[config.mk]
export PLATFORM = sky130hd
export DESIGN_NAME = mc_ctrl_fsm
export DESIGN_NICKNAME = d
export VERILOG_FILES = /design/src/rtl/mc_ctrl_fsm.sv
export SDC_FILE = /design/constraint.sdc
export NUM_CORES = 1
export LEC_CHECK = 0
export BUFFER_PORTS_ARGS = -buffer_cell sky130_fd_sc_hd__buf_2
export CAP_MARGIN = 20
export CORE_AREA = 2 2 43 45
export CTS_BUF_LIST = sky130_fd_sc_hd__clkbuf_4 sky130_fd_sc_hd__clkbuf_8 sky130_fd_sc_hd__clkbuf_16
export DETAILED_ROUTE_END_ITERATION = 10
export DIE_AREA = 0 0 45 47
export GPL_TIMING_DRIVEN = 0
export PLACE_DENSITY = 0.72
export SETUP_SLACK_MARGIN = 0.02
export SLEW_MARGIN = 20
export SYNTH_ARGS = -nofsm -noshare
export SYNTH_HDL_FRONTEND = slang
export SYNTH_SLANG_ARGS = --single-unit
[constraint.sdc]
create_clock -name clk -period 1.85 [get_ports clk]
set_input_delay 0.185 -clock clk [delete_from_list [all_inputs] [get_ports clk]]
set_output_delay 0.185 -clock clk [all_outputs]
set_load 0.005 [all_outputs]
[src/rtl/mc_ctrl_fsm.sv]
// rtl/mc_ctrl_fsm.sv - multi-cycle IF/ID/EXE/MEM/WB main controller for the MIPS-subset core
// Optional build macro ILLEGAL_TRAP_EN: unsupported instructions halt in TRAP instead of running as NOP.
module mc_ctrl_fsm #(
    parameter int MEM_HANDSHAKE = 1
) (
    input  logic       clk,
    input  logic       reset,
    input  logic [5:0] op,
    input  logic [5:0] funct,
    input  logic       Zero,
    input  logic       mem_ready,
    output logic       mem_req,
    output logic       IRWr,
    output logic       PCWr,
    output logic [1:0] PCSrc,
    output logic       RegWr,
    output logic [1:0] RegDst,
    output logic [1:0] MemtoReg,
    output logic       ALUSrc,
    output logic [2:0] ALUOp,
    output logic       ExtOp,
    output logic       MemRd,
    output logic       MemWr,
    output logic       instr_done,
    output logic       trap,
    output logic [2:0] state
);

    localparam logic [2:0] S_IF   = 3'd0;
    localparam logic [2:0] S_ID   = 3'd1;
    localparam logic [2:0] S_EXE  = 3'd2;
    localparam logic [2:0] S_MEM  = 3'd3;
    localparam logic [2:0] S_WB   = 3'd4;
    localparam logic [2:0] S_TRAP = 3'd5;

    localparam logic [5:0] OP_RTYPE = 6'h00;
    localparam logic [5:0] OP_J     = 6'h02;
    localparam logic [5:0] OP_JAL   = 6'h03;
    localparam logic [5:0] OP_BEQ   = 6'h04;
    localparam logic [5:0] OP_ORI   = 6'h0D;
    localparam logic [5:0] OP_LUI   = 6'h0F;
    localparam logic [5:0] OP_LW    = 6'h23;
    localparam logic [5:0] OP_SW    = 6'h2B;

    localparam logic [5:0] FN_JR    = 6'h08;
    localparam logic [5:0] FN_ADDU  = 6'h21;
    localparam logic [5:0] FN_SUBU  = 6'h23;
    localparam logic [5:0] FN_SLT   = 6'h2A;

    localparam logic [2:0] ALU_ADD  = 3'd0;
    localparam logic [2:0] ALU_SUB  = 3'd1;
    localparam logic [2:0] ALU_OR   = 3'd2;
    localparam logic [2:0] ALU_SLT  = 3'd3;
    localparam logic [2:0] ALU_LUI  = 3'd4;

    logic [2:0] state_q, state_d;

    logic is_rtype, is_alu_r, is_jr, is_j, is_jal, is_beq;
    logic is_ori, is_lui, is_lw, is_sw, is_legal;
    logic req_done;
    logic [2:0] r_aluop;

    logic       c_mem_req, c_irwr, c_pcwr, c_regwr, c_alusrc, c_extop, c_memrd, c_memwr;
    logic [1:0] c_pcsrc, c_regdst, c_memtoreg;
    logic [2:0] c_aluop;
    logic       c_trap;

    always_comb begin
        is_rtype = (op == OP_RTYPE);
        is_alu_r = is_rtype && ((funct == FN_ADDU) || (funct == FN_SUBU) || (funct == FN_SLT));
        is_jr    = is_rtype && (funct == FN_JR);
        is_j     = (op == OP_J);
        is_jal   = (op == OP_JAL);
        is_beq   = (op == OP_BEQ);
        is_ori   = (op == OP_ORI);
        is_lui   = (op == OP_LUI);
        is_lw    = (op == OP_LW);
        is_sw    = (op == OP_SW);
        is_legal = is_alu_r || is_jr || is_j || is_jal || is_beq || is_ori || is_lui || is_lw || is_sw;
        if (funct == FN_SUBU) begin
            r_aluop = ALU_SUB;
        end else if (funct == FN_SLT) begin
            r_aluop = ALU_SLT;
        end else begin
            r_aluop = ALU_ADD;
        end
    end

    // With a single-cycle memory every request completes in the cycle it is issued.
    assign req_done = (MEM_HANDSHAKE == 0) ? 1'b1 : mem_ready;

    always_comb begin
        state_d    = state_q;
        c_mem_req  = 1'b0;
        c_irwr     = 1'b0;
        c_pcwr     = 1'b0;
        c_pcsrc    = 2'd0;
        c_regwr    = 1'b0;
        c_regdst   = 2'd0;
        c_memtoreg = 2'd0;
        c_alusrc   = 1'b0;
        c_aluop    = ALU_ADD;
        c_extop    = 1'b0;
        c_memrd    = 1'b0;
        c_memwr    = 1'b0;
        case (state_q)
            S_IF: begin
                c_mem_req = 1'b1;
                if (req_done) begin
                    c_irwr  = 1'b1;
                    state_d = S_ID;
                end
            end
            S_ID: begin
                if (is_j) begin
                    c_pcwr  = 1'b1;
                    c_pcsrc = 2'd3;
                    state_d = S_IF;
                end else if (is_jr) begin
                    c_pcwr  = 1'b1;
                    c_pcsrc = 2'd2;
                    state_d = S_IF;
                end else if (is_jal) begin
                    state_d = S_WB;
                end else if (is_legal) begin
                    state_d = S_EXE;
                end else begin
`ifdef ILLEGAL_TRAP_EN
                    state_d = S_TRAP;
`else
                    c_pcwr  = 1'b1;
                    state_d = S_IF;
`endif
                end
            end
            S_EXE: begin
                state_d = (is_lw || is_sw) ? S_MEM : S_WB;
                if (is_rtype) begin
                    c_aluop = r_aluop;
                end else if (is_ori) begin
                    c_alusrc = 1'b1;
                    c_aluop  = ALU_OR;
                end else if (is_lui) begin
                    c_alusrc = 1'b1;
                    c_aluop  = ALU_LUI;
                end else if (is_lw || is_sw) begin
                    c_alusrc = 1'b1;
                    c_extop  = 1'b1;
                end else if (is_beq) begin
                    // Branch resolves here: PC takes the target or PC+4 and the instruction retires.
                    c_aluop = ALU_SUB;
                    c_pcwr  = 1'b1;
                    c_pcsrc = Zero ? 2'd1 : 2'd0;
                    state_d = S_IF;
                end
            end
            S_MEM: begin
                c_mem_req = 1'b1;
                c_memrd   = is_lw;
                c_memwr   = is_sw;
                if (req_done) begin
                    if (is_lw) begin
                        state_d = S_WB;
                    end else begin
                        c_pcwr  = 1'b1;
                        state_d = S_IF;
                    end
                end
            end
            S_WB: begin
                c_regwr = 1'b1;
                c_pcwr  = 1'b1;
                state_d = S_IF;
                if (is_jal) begin
                    c_pcsrc    = 2'd3;
                    c_regdst   = 2'd2;
                    c_memtoreg = 2'd2;
                end else if (is_rtype) begin
                    c_regdst = 2'd1;
                end else if (is_lw) begin
                    c_memtoreg = 2'd1;
                end
            end
            S_TRAP: begin
                state_d = S_TRAP;
            end
            default: begin
                state_d = S_IF;
            end
        endcase
    end

`ifdef ILLEGAL_TRAP_EN
    assign c_trap = (state_q == S_TRAP);
`else
    assign c_trap = 1'b0;
`endif

    always_ff @(posedge clk or negedge reset) begin
        if (!reset) begin
            state_q <= S_IF;
        end else begin
            state_q <= state_d;
        end
    end

    // Reset forces every control low immediately, even though state already reads IF.
    assign mem_req    = reset & c_mem_req;
    assign IRWr       = reset & c_irwr;
    assign PCWr       = reset & c_pcwr;
    assign instr_done = reset & c_pcwr;
    assign PCSrc      = reset ? c_pcsrc : 2'd0;
    assign RegWr      = reset & c_regwr;
    assign RegDst     = reset ? c_regdst : 2'd0;
    assign MemtoReg   = reset ? c_memtoreg : 2'd0;
    assign ALUSrc     = reset & c_alusrc;
    assign ALUOp      = reset ? c_aluop : 3'd0;
    assign ExtOp      = reset & c_extop;
    assign MemRd      = reset & c_memrd;
    assign MemWr      = reset & c_memwr;
    assign trap       = reset & c_trap;
    assign state      = state_q;

endmodule

# == Word level (Yosys, flattened, before mapping) ==
# Index checks and enable logic that the tools add are counted.
# op_classes
eq_ne,18
mux,70
n_bitwise,8
reduce_logical,17
# ops
operator,count
$mux W3,18
$mux W1,37
$eq A6 B6 Y1 const B,5
$mux W2,12
$eq A6 B4 Y1 const B,3
$pmux W3 S5,1
$eq A6 B2 Y1 const B,2
$logic_or A1 B1 Y1,11
$and A1 B1 Y1,8
$eq A3 B2 Y1 const B,2
$eq A3 B3 Y1 const B,2
$eq A6 B3 Y1 const B,1
$logic_not A6 Y1,1
$pmux W2 S3,1
$ne A2 B2 Y1 const B,2
$pmux W1 S4,1
$eq A3 B1 Y1 const B,1
$logic_not A3 Y1,1
$logic_and A1 B1 Y1,2
$reduce_and A2 Y1,1
$reduce_or A2 Y1,1
# word_totals
reg_bits,3
input_bits,16

# == Longest topological paths before layout ==
# logic_depth
depth_word,18
ltp_mapped,7
ltp_nobuf,5

# == Worst setup path before layout ==
# No wires, ideal clock.
# synth_path
kind,reg-to-output
startpoint,reg state_q[0] (netlist: state[0])
endpoint,out instr_done
t_arrival_ps,1629
required_ps,1665
path_slack_ps,36
stages_incl_launch_ff,8
path_buffers,2
path_cell_list,dfrtp_1 clkbuf_1 nand2b_1 nor2_1 o21ai_0 or3_1 a41oi_1 buf_4
# synth_between
elab_chain_len,3
word_cells_on_any_way,6
classes_between,eq/ne (4); mux (1); bitwise (1)
# synth_rtl
item,line,rtl
from (decl),56,"logic [2:0] state_q, state_d;"
from (signal assigned),203,state_q <= state_d;
"$eq A3 B3 Y1, or another cell as far along",106,case (state_q)
$pmux W1 S4 (*),106,
$and A1 B1 Y1 (*),-,
to (decl),24,"output logic instr_done,"
# Mark *: on every way between the ends. The rest lies on a longest branch, timed or not.

# == Worst setup path after layout ==
# layout_path
startpoint,in op[5]
endpoint,out instr_done
# layout_between
elab_chain_len,16
word_cells_on_any_way,32
classes_between,eq/ne (7); mux (12); bitwise (1); reduce/logical (12)
# layout_rtl
item,line,rtl
from (decl),8,"input logic [5:0] op,"
$logic_not A6 Y1,69,is_rtype = (op == OP_RTYPE);
$logic_and A1 B1 Y1 (on tied branches),"70, 71",
$logic_or A1 B1 Y1 (8 in a row),79,is_legal = is_alu_r || is_jr || is_j || is_jal || is_beq || is_ori || is_lui || is_lw || is_sw;
$mux W1,125,end else if (is_legal) begin
$mux W1,123,end else if (is_jal) begin
$mux W1,119,end else if (is_jr) begin
$mux W1,115,if (is_j) begin
$pmux W1 S4 (*),106,
$and A1 B1 Y1 (*),211,assign instr_done = reset & c_pcwr;
# Marks and branches as above.

==> flow_summary.toml <==
[outcome]
status = "finished with violations"
violations = "negative setup slack"

[power_and_ir_drop]
p_comb_share_pct = 46.8
p_sw_share_pct = 37.2
clockPowerShare_pct = 32.7
seqPwrFrac_pct = 20.5
switching_power_mw = 0.157
peakVddDrop_mv = 0.342
power_density_nw_per_um2 = 411
p_leak_nw = 0.486
p_int_mw = 0.264
p_total_mw = 0.421

[clock_network]
cts.path.max_buffers = 2
root_buffer = "clkbuf_4"
cts_tree = "done"
clkTransAtPathRegs_ns = 0.04
clock_sinks = 3
h-tree-depth = 1
clk_latency_ns = 0.25
numCtsBuffers = 3

[timing]
slew_violations = 0
setup_ws_ns = -0.104
hold_viol = 0
finalCritPeriodShare_pct = 106
fmax_mhz = 512
period_needed_ns = 1.95
rsz0062_at_grt = "true"
fin_skew_ns = 0.00569
setup_violations = 4

[finish]
largest_reg_flops = 3
syn_to_final_growth_pct = 53.2
antennaDiodeCount = 0
fin_area_sq_um = 1020
drive_gt1_share_pct = 42.9
nFillCells = 161
seqCellArea_sq_um = 77.6
multi_input_area_sq_um = 558
fin_nets = 171

[setup_path]
critPathKind = "primary input to primary output"
crit_fanout = 4
reg2reg_setup_slack_ns = 0.58
worstPathArrival_ns = 1.77
end_kind = "primary output"
slowest_stage = "or4_4"
cpMostUsedCell = "buf_6"
slowest_delay_ns = 0.57
cp-start-kind = "primary input"
crit_required_ns = 1.66
worstPathCellList = "buf_8 -> or4_4 -> buf_6 -> or3_1 -> a41oi_2 -> buf_4 -> buf_6"

[synth]
synthCells = 108
netlist_area_sq_um = 668
ys_top_cells_by_area = "dfrtp_1 11%, nor2_1 11%, o21ai_0 6.7%"
synthDistinctLibCells = 37
synth_top_area_share_pct = 11.2
synth_top_family_by_area = "simple AND/OR/NAND/NOR gates"
synth_seq_area_share_pct = 11.2
yosys.area_share.adder_pct = 0
synth.area.mux_share_pct = 3.18
synth_seq_cells = 3
synth_xor_area_share_pct = 0
synthSimpleGateAreaFrac_pct = 50.6
synth.net_count = 124
avgSynthCellArea_sq_um = 6.19
yosysTopAreaCell = "dfrtp_1"
yosysWarnings = 0
synth-compound-area-share_pct = 23.4

[die]
die_y_microns = 47
num_rows = 15
die_w_microns = 45
die-area_sq_um = 2120
io_pins = 38
start_util_pct = 40.5
core_area_sq_um = 1650

[routing]
dr.pass1.iters = 4
wl_per_cell_microns = 13.1
postRouteAntennaNets = 0
drc = 0
drt-initial-drc-count = 44
drt-vias-per-instance = 5.75
num_vias = 983
finalWirelength_mm = 2.25

[global_route]
grt_util_met3_pct = 3.85
grt_util_met2_pct = 34.9
track_usage_pct = 21.3
grt_max_degree = 12
antenna_found_initial = 0
grt_pass1_wl_mm = 3.33
grt_util_met1_pct = 27.6
gr-total-overflow = 0
grt_pass1_vias = 811
grt.busiest_layer = "met2"

[place]
place_hpwl_mm = 1.56
dpl-instance-area_sq_um = 870
io_buffers = 36
gp_congestion = 0.869

[min_path]
min_path_type = "primary input to register"

[flow_run]
cap_violations = 0
==> cell families after synthesis <==
| logic type | Yosys count |
|---|---|
| muxes | 2 |
| and+or+nand+nor | 62 |
| other | 1 |
| buffers and inverters | 14 |
| DFF | 3 |
| AOI/OAI and AO/OA | 26 |
==> timing repair <==
| action | in CTS | in global routing |
|---|---|---|
| hold buffers | 1 | 0 |
| gates resized for setup | 16 | 6 |
| hold endpoints to repair | 3 | 0 |
| pin swaps | 8 | 5 |
| endpoints found under the setup margin | 7 | 9 |
| buffers inserted | 6 | 2 |
==> path summary, 6_finish.rpt <==
| path | from | end | cells past startpoint |
|---|---|---|---|
| worst max-delay path | op[5] | instr_done | 7 |
| worst min-delay path | mem_ready | state[0] | 3 |
| worst max register to register | state[2] | state[2] | 3 |
| worst min register to register | state[2] | state[0] | 2 |
| max in group asynchronous | reset | state[1] | 2 |
| min in group asynchronous | reset | state[2] | 2 |
==> synth_stat cells <==
cell / n
mux2_2: 1
a211oi_1: 1
o21bai_1: 1
o32a_1: 1
nor2_1: 20
buf_4: 3
nand3b_1: 1
and3_1: 3
and2_1: 1
a21oi_1: 8
o31ai_1: 1
o21ai_0: 9
nand4_1: 3
a41oi_1: 2
o22ai_1: 2
nand3_1: 6
nor3b_1: 1
or4_1: 1
and4b_1: 1
or3_1: 2
conb_1: 1
nand2_1: 7
nor3_4: 1
nor3_1: 2
or2_2: 1
buf_6: 1
o311ai_0: 1
dfrtp_1: 3
nand2b_1: 4
inv_1: 4
nor2b_1: 4
buf_2: 2
nor4_1: 1
mux2i_1: 1
clkbuf_1: 4
or4_4: 1
nand4b_1: 2
==> layout make-up <==
cell class / count / share of cell area (%)
Sequential cell: 3 / 7.58
Tap cell: 17 / 2.08
Inverter: 4 / 1.47
Buffer: 7 / 4.03
Timing Repair Buffer: 45 / 27.4
Multi-Input combinational cell: 91 / 54.5
Clock buffer: 4 / 2.93
==> cell usage in the layout (no fill, tap or decap), types with 2 or more instances in the layout <==
master / count
nor3_1: 2
a21oi_1: 8
nand2_1: 7
dfrtp_2: 2
clkbuf_4: 4
nand4_1: 3
nand2b_1: 3
o22ai_1: 2
buf_4: 10
buf_2: 36
buf_6: 2
and3_1: 3
nor2b_1: 3
nand3_1: 6
o21ai_0: 7
nand4b_1: 2
nor2_1: 19
buf_8: 2
inv_1: 4
==> power by group through the flow <==
stage / registers, mW / logic [mW] / clock network [mW]
after floorplan: 0.0762 / 0.0997 / 0
after global routing: 0.0879 / 0.215 / 0.148
after CTS: 0.0865 / 0.172 / 0.143
after global placement: 0.0751 / 0.158 / 0
final: 0.0861 / 0.197 / 0.138
after detailed placement: 0.0754 / 0.160 / 0
==> metrics by stage <==
step	setup WS, ns	setup TNS (ns)	cells	util (%)	hold WS (ns)
floorplan	0.0358	0	108	-	-0.111
global placement	-0.218	-0.439	161	52.7	0.0268
detailed placement	-0.235	-0.516	161	52.7	0.0314
CTS	-0.136	-0.344	169	59.9	0.312
global route	-0.176	-0.584	171	62.0	0.334
finish	-0.104	-0.231	171	62.0	0.323
==> per-layer routing <==
layer / up-vias / share of wire (%)
met4: 0 / 0.76
li1: 480 / -
met5: - / 0
met2: 50 / 49
met1: 450 / 42
met3: 3 / 7.9
==> critical path, delay by kind of cell <==
kind | cells | cell delay [ns]
AO/OA/AOI/OAI | 1 | 0.20
buffers and inverters | 4 | 0.47
AND/OR/NAND/NOR | 2 | 0.92
Power figures use the tool's default switching activity.
